File: src/rtl/rtc_bus_ctrl.sv
// Multiplexed address/data bus master for the RTC: one flag_rtc edge produces one timed
// address phase followed by a write or read data phase. siga stays high while busy.
module rtc_bus_ctrl #(
   parameter int unsigned T_SETUP = 2,
   parameter int unsigned T_PULSE = 10,
   parameter int unsigned T_GAP   = 5
) (
   input  logic       clk,
   input  logic       reset,
   input  logic       flag_rtc,
   input  logic       lea_escriba,
   input  logic [7:0] direc,
   input  logic [7:0] dato_dmyd,
   input  logic [7:0] ad_in,
   output logic [7:0] ad_out,
   output logic       ad_oe,
   output logic       cs_n,
   output logic       wr_n,
   output logic       rd_n,
   output logic       a_d,
   output logic       siga,
   output logic [7:0] dato_leido,
   output logic       leido_valid
);

   typedef enum logic [3:0] {
      IDLE, ARM, A_SETUP, A_STROBE, A_HOLD, D_SETUP, D_STROBE, D_HOLD, DONE
   } state_t;

   localparam logic [7:0] SETUP_M1 = 8'(T_SETUP - 1);
   localparam logic [7:0] PULSE_M1 = 8'(T_PULSE - 1);
   localparam logic [7:0] GAP_M1   = 8'(T_GAP - 1);

   state_t     state, state_nxt;
   logic [7:0] cnt, cnt_nxt;
   logic       flag_d;
   logic       req;
   logic       last;
   logic [7:0] addr_r;
   logic [7:0] data_r;
   logic       wr_r;

   assign req  = flag_rtc & ~flag_d;
   assign last = (cnt == 8'd0);
   assign siga = (state != IDLE);

   // Counter is loaded with (duration - 1) whenever a state is entered.
   function automatic logic [7:0] load_val(input state_t s);
      case (s)
         ARM:                load_val = SETUP_M1;
         A_STROBE, D_STROBE: load_val = PULSE_M1;
         A_HOLD, D_HOLD:     load_val = GAP_M1;
         default:            load_val = 8'd0;
      endcase
   endfunction

   always_ff @(posedge clk or negedge reset) begin
      if (!reset) begin
         state <= IDLE;
         cnt   <= 8'd0;
      end else begin
         state <= state_nxt;
         cnt   <= cnt_nxt;
      end
   end

   always_comb begin
      state_nxt   = state;
      cnt_nxt     = 8'd0;
      ad_oe       = 1'b0;
      ad_out      = 8'h00;
      cs_n        = 1'b1;
      wr_n        = 1'b1;
      rd_n        = 1'b1;
      a_d         = 1'b1;
      leido_valid = 1'b0;

      case (state)
         IDLE:     if (req) state_nxt = ARM;
         ARM:      if (last) state_nxt = A_SETUP;
         A_SETUP:  state_nxt = A_STROBE;
         A_STROBE: if (last) state_nxt = A_HOLD;
         A_HOLD:   if (last) state_nxt = D_SETUP;
         D_SETUP:  state_nxt = D_STROBE;
         D_STROBE: if (last) state_nxt = D_HOLD;
         D_HOLD:   if (last) state_nxt = DONE;
         DONE:     state_nxt = IDLE;
         default:  state_nxt = IDLE;
      endcase

      if (state_nxt != state)
         cnt_nxt = load_val(state_nxt);
      else if (state != IDLE)
         cnt_nxt = cnt - 8'd1;

      case (state)
         A_SETUP, A_HOLD: begin
            ad_oe  = 1'b1;
            ad_out = addr_r;
            a_d    = 1'b0;
         end
         A_STROBE: begin
            ad_oe  = 1'b1;
            ad_out = addr_r;
            a_d    = 1'b0;
            cs_n   = 1'b0;
            wr_n   = 1'b0;
         end
         D_SETUP, D_HOLD: begin
            ad_oe  = wr_r;
            ad_out = wr_r ? data_r : 8'h00;
         end
         D_STROBE: begin
            ad_oe  = wr_r;
            ad_out = wr_r ? data_r : 8'h00;
            cs_n   = 1'b0;
            wr_n   = ~wr_r;
            rd_n   = wr_r;
         end
         DONE:    leido_valid = ~wr_r;
         default: ;
      endcase
   end

   // Unknown lea_escriba falls to the else branch, so it is treated as a read.
   always_ff @(posedge clk or negedge reset) begin
      if (!reset) begin
         flag_d     <= 1'b0;
         addr_r     <= 8'h00;
         data_r     <= 8'h00;
         wr_r       <= 1'b0;
         dato_leido <= 8'h00;
      end else begin
         flag_d <= flag_rtc;
         if (state == ARM && last) begin
            addr_r <= direc;
            data_r <= dato_dmyd;
            if (lea_escriba == 1'b1) wr_r <= 1'b1;
            else                     wr_r <= 1'b0;
         end
         if (state == D_STROBE && last && !wr_r)
            dato_leido <= ad_in;
      end
   end

endmodule

File: config.mk
export PLATFORM = sky130hd
export DESIGN_NAME = rtc_bus_ctrl
export DESIGN_NICKNAME = d
export VERILOG_FILES = /design/src/rtl/rtc_bus_ctrl.sv
export SDC_FILE = /design/constraint.sdc
export NUM_CORES = 1
export LEC_CHECK = 0
export CORE_UTILIZATION = 40
export CTS_CLUSTER_DIAMETER = 40
export DETAILED_ROUTE_END_ITERATION = 8
export GPL_TIMING_DRIVEN = 0
export HOLD_SLACK_MARGIN = 0.1
export PLACE_DENSITY = 0.8
export SLEW_MARGIN = 0
export SYNTH_ARGS = -nofsm -noshare
export SYNTH_HDL_FRONTEND = slang
export SYNTH_SLANG_ARGS = --single-unit
File: constraint.sdc
create_clock -name clk -period 2.5 [get_ports clk]
set_input_delay 0.25 -clock clk [delete_from_list [all_inputs] [get_ports clk]]
set_output_delay 0.25 -clock clk [all_outputs]
set_load 0.05 [all_outputs]
=== Yosys cells after proc, flatten, opt, wreduce, memory -nomap -nowiden ===
Cells that the tools add are included.

* Reduce and logical (&&, ||, !) cells: 12
* Multipliers: 0
* Equal/unequal tests: 14
* Add/sub/neg operators: 1
* Bitwise gates (word level): 3
* Shift-type cells: 0
* Muxes and demuxes: 19
* $lt $le $gt $ge: 0
* Div/mod/pow operators: 0

{| class="wikitable"
|+ Operators with widths
! cell !! count
|-
| one-hot mux 4 bit (8 select lines) || 1
|-
| equality test 4 x 3 -> 1 bit (second input constant) || 7
|-
| two-way mux 4 bit || 6
|-
| two-way mux 8 bit || 3
|-
| one-hot mux 8 bit (2 select lines) || 1
|-
| equality test 4 x 2 -> 1 bit (second input constant) || 3
|-
| one-hot mux 4 bit (3 select lines) || 1
|-
| equality test 4 x 1 -> 1 bit (second input constant) || 2
|-
| logical NOT 8 bit || 1
|-
| subtractor 8 x 1 -> 8 bit (second input constant) || 1
|-
| OR reduction 2 bit || 3
|-
| OR reduction 3 bit || 2
|-
| two-way mux 1 bit || 5
|-
| equality test 4 bit (second input constant) || 1
|-
| logical NOT 4 bit || 1
|-
| != test 4 bit || 1
|-
| one-hot mux 1 bit (2 select lines) || 2
|-
| nonzero test 4 bit || 1
|-
| logical AND 1 bit || 3
|-
| inverter 1 bit || 2
|-
| bitwise AND 1 bit || 1
|-
| logical NOT 1 bit || 1
|}

* Latch bits: 0
* Bits in registers: 38
* Memories: 0
* ROM bits: 0
* Word-level logic and storage cells: 56
* Bits in writable memories: 0

=== Depth between registers and ports, before layout ===
* Depth after elaboration: 8
* Depth in mapped cells: 6

=== Least setup slack after synthesis ===
No wires, ideal clock.

* Kind: register -> output
* Start point: register state[1]
* End point: output leido_valid
* Slack: -0.051 ns
* Cell stages (with the launch flop): 4
* Buffers on the path: 1
* Required time: 2.250 ns
* Arrival: 2.301 ns
* Cell sequence: dfrtp_1 -> clkbuf_1 -> nor2_1 -> nor4bb_1

* Cells in the longest elaborated chain, start to end: 2

{| class="wikitable"
|+ RTL lines
! what !! line !! text
|-
| start, declared || 34 || <nowiki>state_t state, state_nxt;</nowiki>
|-
| start signal, assigned || 62 || <nowiki>state <= state_nxt;</nowiki>
|-
| equality test 4 bit || 96 || <nowiki>case (state)</nowiki>
|-
| two-way mux 1 bit || 96 ||
|-
| end, declared || 23 || <nowiki>output logic leido_valid</nowiki>
|}

No other way between the ends.

=== Worst setup path after layout ===
* Start point: register state[0]
* End point: output wr_n

* Cells in the longest elaborated chain, start to end: 2
* Elaborated cells on any way between the ends: 3

{| class="wikitable"
|+ RTL lines
! what !! line !! text
|-
| equality test 4 x 3 -> 1 bit / equality test 4 x 2 -> 1 bit (equally long branches) || 96 ||
|-
| one-hot mux 1 bit (2 select lines) (*) || 96 ||
|-
| end, declared || 18 || <nowiki>output logic wr_n,</nowiki>
|}

Every way passes the cells marked *; elsewhere a longest branch is shown, timed or not.

==> impl_results.md <==
* Setup Crit Path Kind: register to output port
* Max Clk Rate at 0.421 GHz
* Max Slew Vio Count at 0
* Mapped Cells at 151
* Final hold vios at 0
* CTS Sinks at 38
* Final core utilization at 0.599
* Worst Setup Start Kind: register
* Final worst-path cycle share at 0.950
* Vias/cell at 5.24
* Die Span Y at 69.0 um
* Final setup vio count at 0
* Post-synthesis mux area share at 0.157
* Via count at about 1400
* Total Wirelength at ~3.6 mm
* H-tree depth at 2
* Critical path data arrival time at 2.13 ns
* Reg clk slew, reported paths at approximately 0.07 ns
* Critical path endpoint category: output port
* Layout cells sized above 1 at 0.240
* First-pass GRT wire length at 6.08 mm
* Core ar. at 4140 sq um
* Max_cap viols at 0
* Aggregate global routing overflow at 0
* Port Buffers at 50
* Pleak at 1.06 nW
* Post-Layout Inst Area at 2480 sq um
* Commonest non-fill, non-tap cell in the layout: dfrtp_1
* Worst-Margin Slew at between 0.8 and 0.9 ns
* Fillers at 361
* Initial core utilization at 0.433
* Critical Path RT at 2.25 ns
* Largest stage delay, worst path at 0.53 ns
* Flops & latches, synth at 38
* GRT Total Usage at 0.180
* Clock skew at 0.00381 ns
* Setup bufs post-CTS at 0
* Netlist Area Pre-Place at between 1500 and 2000 sq um
* Worst Path Max Fanout at 9
* Leading cell types in the layout, fill and taps excluded: dfrtp_1 (38), clkdlybuf4s50_1 (35), mux2_2 (25)
* Die W at ~69 um
* Post-synthesis xor/xnor area fraction at 0.0244
* Layout net count at 238
* DRC at 0
* Clock Latency Late Sink at 0.29 ns
* I/O Pins at 51
* Syn_area_per_cell at 11.9 sq um
* Hold depth at 1
* GP Congestion at 0.818
* Dpl cell area at 2360 sq um
* Simple-gate share of the synthesized area at 0.161
* N_diodes at 0
* Pwr per Cell Area at approximately 1500 nW/um^2
* Post-Synth Adder-Cell Area at 0.00698
* Outcome: completed
* # rows at 23
* Final min period at around 2.4 ns
* Unrepaired setup endpoints after global routing: false
* Root Buffer Master: clkbuf_8
* Die ar. at 4750 sq um
* DPL Wire Length at 2.59 mm
* Clock buffer depth at 2
* Crit path max-delay cell type: dlygate4sd2_1
* Reg2Reg Depth at 6
* Largest net degree at the start of global routing at 39
* Crit-path cells: clkbuf_1 -> nand2b_1 -> or3_1 -> nand3_1 -> dlygate4sd2_1
* Compound-gate portion of the synthesized area at 0.0970
* Synthesized net count at 180
* Drt wl/cell at 13.9 um
* Headroom to the max-slew limit at 0.440
* Largest family of logic cells by synthesized area: simple AND/OR/NAND/NOR gates
* CTS tree: built
* First DRT Iteration DRCs at 26
* Area Growth Syn to Fin at 38.5%
* Synthesis warning total at 0
* ANT nets after route at 0
* Post-synthesis sequential area ratio at 0.530
* Number of buffers created by CTS at 5
* Vias in the first global route at around 1300
* Synth cell types at 34
* Detailed-router iteration count before antenna repair at 4
* Initial antenna violation count at 0
* Hold slack at 0.443 ns
* Min-delay worst type: primary input to register
* Max VDD drop at 0.000748 V
layout make-up:
| type | instances | area, sq um | share of cell area |
|---|---|---|---|
| flip-flops and latches | 38 | 951 | 0.383 |
| multi-input cells | 104 | 826 | 0.333 |
| repair buffers | 51 | 515 | 0.208 |
| clock buffers | 6 | 82.6 | 0.0333 |
| well taps | 50 | 62.6 | 0.0252 |
| plain buffers | 5 | 30.0 | 0.0121 |
| inverters | 4 | 15.0 | 0.00605 |
routing by layer:
layer,global-route usage,wire [um]
met2,0.258,1710
met3,0.0543,141
met1,0.251,1670
met4,0.0765,71
met5,0,0
worst paths after layout:
path,from,endpoint,slack (ns)
setup / recovery,state[0],wr_n,0.12
hold / removal,flag_rtc,flag_d,0.44
setup reg to reg,cnt[0],dato_leido[7],0.43
hold reg to reg,data_r[4],data_r[4],0.51
max in group asynchronous,reset,state[0],1.37
min in group asynchronous,reset,addr_r[2],0.60
power by group:
group | switching, mW | internal [mW]
logic | 1.33 | 0.818
registers | 0.193 | 0.899
clock network | 0.197 | 0.212
total | 1.72 | 1.93
kinds of logic after synthesis:
kind of cell               count (synthesis)
buffers and inverters                      9
and+or+nand+nor                           47
DFF                                       38
adders and majority gates                  1
AOI/OAI and AO/OA                         26
xor gates and xnor gates                   5
muxes                                     25
sequential cells by signal, summed over array words and instances, names as in the netlist:
name / cells
data_r: 8
wr_r: 1
cnt: 8
state: 4
addr_r: 8
dato_leido: 8
flag_d: 1
critical path, delay by kind of cell (launching register included):
kind / cells / cell delay (ns)
buf+inv: 2 / 0.73
simple gates: 3 / 0.75
flops: 1 / 0.36
metrics by stage:
stage | TNS [ns] | setup WS, ns | std cells | total power, mW
3_3_place_gp | -3.72 | -0.476 | 251 | 3.25
6_report | 0 | 0.125 | 258 | 3.65
5_1_grt | 0 | 0.0120 | 258 | 3.90
4_1_cts | 0 | 0.00672 | 258 | 3.67
3_5_place_dp | -3.47 | -0.447 | 251 | 3.29
2_1_floorplan | 0 | 0.478 | 151 | 2.67
repair_timing:
action,4_1_cts,5_1_grt
resized for setup,31,9
setup endpoints to repair,12,12
endpoints found under the hold margin,32,0
hold buffers,1,0
cell usage after synthesis:
| library cell | count | share of area |
|---|---|---|
| nor4b_4 | 1 | 0.013 |
| clkbuf_1 | 4 | 0.0084 |
| nand2b_1 | 4 | 0.014 |
| nand3_1 | 3 | 0.0084 |
| o21bai_1 | 1 | 0.0042 |
| a22o_1 | 8 | 0.039 |
| o21a_1 | 1 | 0.0042 |
| nor4_1 | 1 | 0.0035 |
| o22ai_1 | 2 | 0.0070 |
| mux2_2 | 25 | 0.16 |
| nand2_1 | 6 | 0.013 |
| and3b_1 | 1 | 0.0049 |
| nor2b_1 | 2 | 0.0070 |
| o21ai_0 | 4 | 0.011 |
| nor2_1 | 11 | 0.023 |
| o41ai_1 | 1 | 0.0049 |
| ha_1 | 1 | 0.0070 |
| inv_1 | 4 | 0.0084 |
| xnor2_1 | 3 | 0.015 |
| nor3b_1 | 1 | 0.0042 |
| buf_6 | 1 | 0.0063 |
| nor3_1 | 5 | 0.014 |
| xor2_1 | 2 | 0.0098 |
| and2_1 | 1 | 0.0035 |
| nor2_4 | 1 | 0.0063 |
| nand4_1 | 1 | 0.0035 |
| dfrtp_1 | 38 | 0.53 |
| or4_1 | 2 | 0.0084 |
| nand4_4 | 1 | 0.012 |
| or3_1 | 3 | 0.010 |
| o31ai_1 | 1 | 0.0042 |
| a21oi_1 | 8 | 0.022 |
| nor4bb_1 | 1 | 0.0056 |
| and3_1 | 2 | 0.0070 |
Note: power is estimated with default switching activity, not from simulation.
==> RTL edit, RTL diff (same settings) <==
Register the inputs `flag_rtc`, `lea_escriba`, `direc`, `dato_dmyd` and `ad_in` before use, without a reset. The logic sees them one clock later.
--- a/src/rtl/rtc_bus_ctrl.sv
+++ b/src/rtl/rtc_bus_ctrl.sv
@@ -31,6 +31,20 @@
    localparam logic [7:0] PULSE_M1 = 8'(T_PULSE - 1);
    localparam logic [7:0] GAP_M1   = 8'(T_GAP - 1);
 
+   logic flag_rtc_q;
+   logic lea_escriba_q;
+   logic [7:0] direc_q;
+   logic [7:0] dato_dmyd_q;
+   logic [7:0] ad_q;
+
+   always_ff @(posedge clk) begin
+      flag_rtc_q    <= flag_rtc;
+      lea_escriba_q <= lea_escriba;
+      direc_q       <= direc;
+      dato_dmyd_q   <= dato_dmyd;
+      ad_q          <= ad_in;
+   end
+
    state_t     state, state_nxt;
    logic [7:0] cnt, cnt_nxt;
    logic       flag_d;
@@ -40,7 +54,7 @@
    logic [7:0] data_r;
    logic       wr_r;
 
-   assign req  = flag_rtc & ~flag_d;
+   assign req  = flag_rtc_q & ~flag_d;
    assign last = (cnt == 8'd0);
    assign siga = (state != IDLE);
 
@@ -131,15 +145,15 @@
          wr_r       <= 1'b0;
          dato_leido <= 8'h00;
       end else begin
-         flag_d <= flag_rtc;
+         flag_d <= flag_rtc_q;
          if (state == ARM && last) begin
-            addr_r <= direc;
-            data_r <= dato_dmyd;
-            if (lea_escriba == 1'b1) wr_r <= 1'b1;
+            addr_r <= direc_q;
+            data_r <= dato_dmyd_q;
+            if (lea_escriba_q == 1'b1) wr_r <= 1'b1;
             else                     wr_r <= 1'b0;
          end
          if (state == D_STROBE && last && !wr_r)
-            dato_leido <= ad_in;
+            dato_leido <= ad_q;
       end
    end
 
Formal check against the unedited RTL: not equivalent (Yosys sat finds a counterexample within 4 cycles, from zero or initial values and one cycle with reset low).
==> RTL edit against the unedited design <==
Sequential share of layout area is 8.2 points higher; largest cell class unchanged; largest power group unchanged; non-clock buffer count is 2 higher; synthesized area is 28% higher; worst setup slack worse by 0.047 ns; routed wire length is 23% higher; combinational power is 13% lower; synthesized cell count is 17% higher; count of clock-buffer cells in the layout is 8 higher; design area is 27% higher; power is 14% higher; sequential cell count is 26 higher.
==> RTL edit: results (changes against the unedited design) <==
metric	value	unit	change
status	completed		unchanged
CTS clk-pin slew, worst paths	0.05	ns	was 0.07 ns
Leak	1.35	nW	was 1.06 nW
H-tree depth	3		was 2
top cells by count, synth	dfrtp_1 (38), dfxtp_1 (26), mux2_2 (25)		was dfrtp_1 (38), mux2_2 (25), nor2_1 (11)
Worst Setup EP	rd_n		was wr_n
dpl cells	298		was 251
drt total wl	4430	um	was 3590 um
first-pass GRT wire length	7580	um	was 6080 um
hold depth	0		was 1
dpl ws	-0.517	ns	was -0.447 ns
TritonCTS Buffers	9		was 5
GRT Resource Usage Total	0.166		was 0.180
seq pwr	1.44	mW	was 1.09 mW
Synth Area in Compound Gates	0.0788		was 0.0970
Buffers, non-clock	58		was 56
Synth Area in Adders	0.00544		was 0.00698
invs w/o clock	6		was 4
final instance area	3160	um^2	was 2480 um^2
mux contribution to synthesized area	0.122		was 0.157
main area contributors after synthesis	dfrtp_1 (41%), dfxtp_1 (23%), mux2_2 (12%)		was dfrtp_1 (53%), mux2_2 (16%), a22o_1 (3.9%)
clock sink total	64		was 38
worst setup margin	0.0776	ns	was 0.125 ns
hold path start	flag_rtc_q$_DFF_P_		was flag_rtc
placed cell areas	2890	um^2	was 2360 um^2
DR iter-0 viols	94		was 26
slowest stage cell, crit path	clkdlybuf4s50_1		was dlygate4sd2_1
fraction of area in multi-input gates	0.257		was 0.333
DP Wirelength	2940	um	was 2590 um
max incr delay on CP	0.84	ns	was 0.53 ns
syn nets	205		was 180
count of multi-input gates	101		was 104
FFs w/ async S/R, synth	0.594		was 1.00
Nets	269		was 238
worst hold margin	0.349	ns	was 0.443 ns
vias in the first global route	1642		was 1292
fillers	477		was 361
non-clk buf share	0.182		was 0.220
-- RTL edit: cell count changes in the layout (fill, tap and decap cells not counted), sizes merged, moves of 2 or more --
| cell | before | now |
|---|---|---|
| clkbuf | 10 | 17 |
| nor2 | 12 | 10 |
| a21oi | 8 | 10 |
| buf | 2 | 5 |
| dlymetal6s2s | 2 | 0 |
| inv | 4 | 6 |
| dfxtp | 0 | 26 |
| nand2b | 4 | 2 |
-- RTL edit: repair_timing --
action | CTS | global route
endpoints found under the hold margin | 38 | 0
buffers inserted | 0 | 2
pin swaps | 0 | 2
gates resized for setup | 34 | 2
hold buffers | 1 | 0
endpoints found under the setup margin | 13 | 10
-- RTL edit: metal layers --
metal / share of wire / global-route usage
met1: 0.43 / 0.207
met4: 0.023 / 0.0943
met3: 0.058 / 0.0576
met2: 0.49 / 0.250
met5: 0 / 0
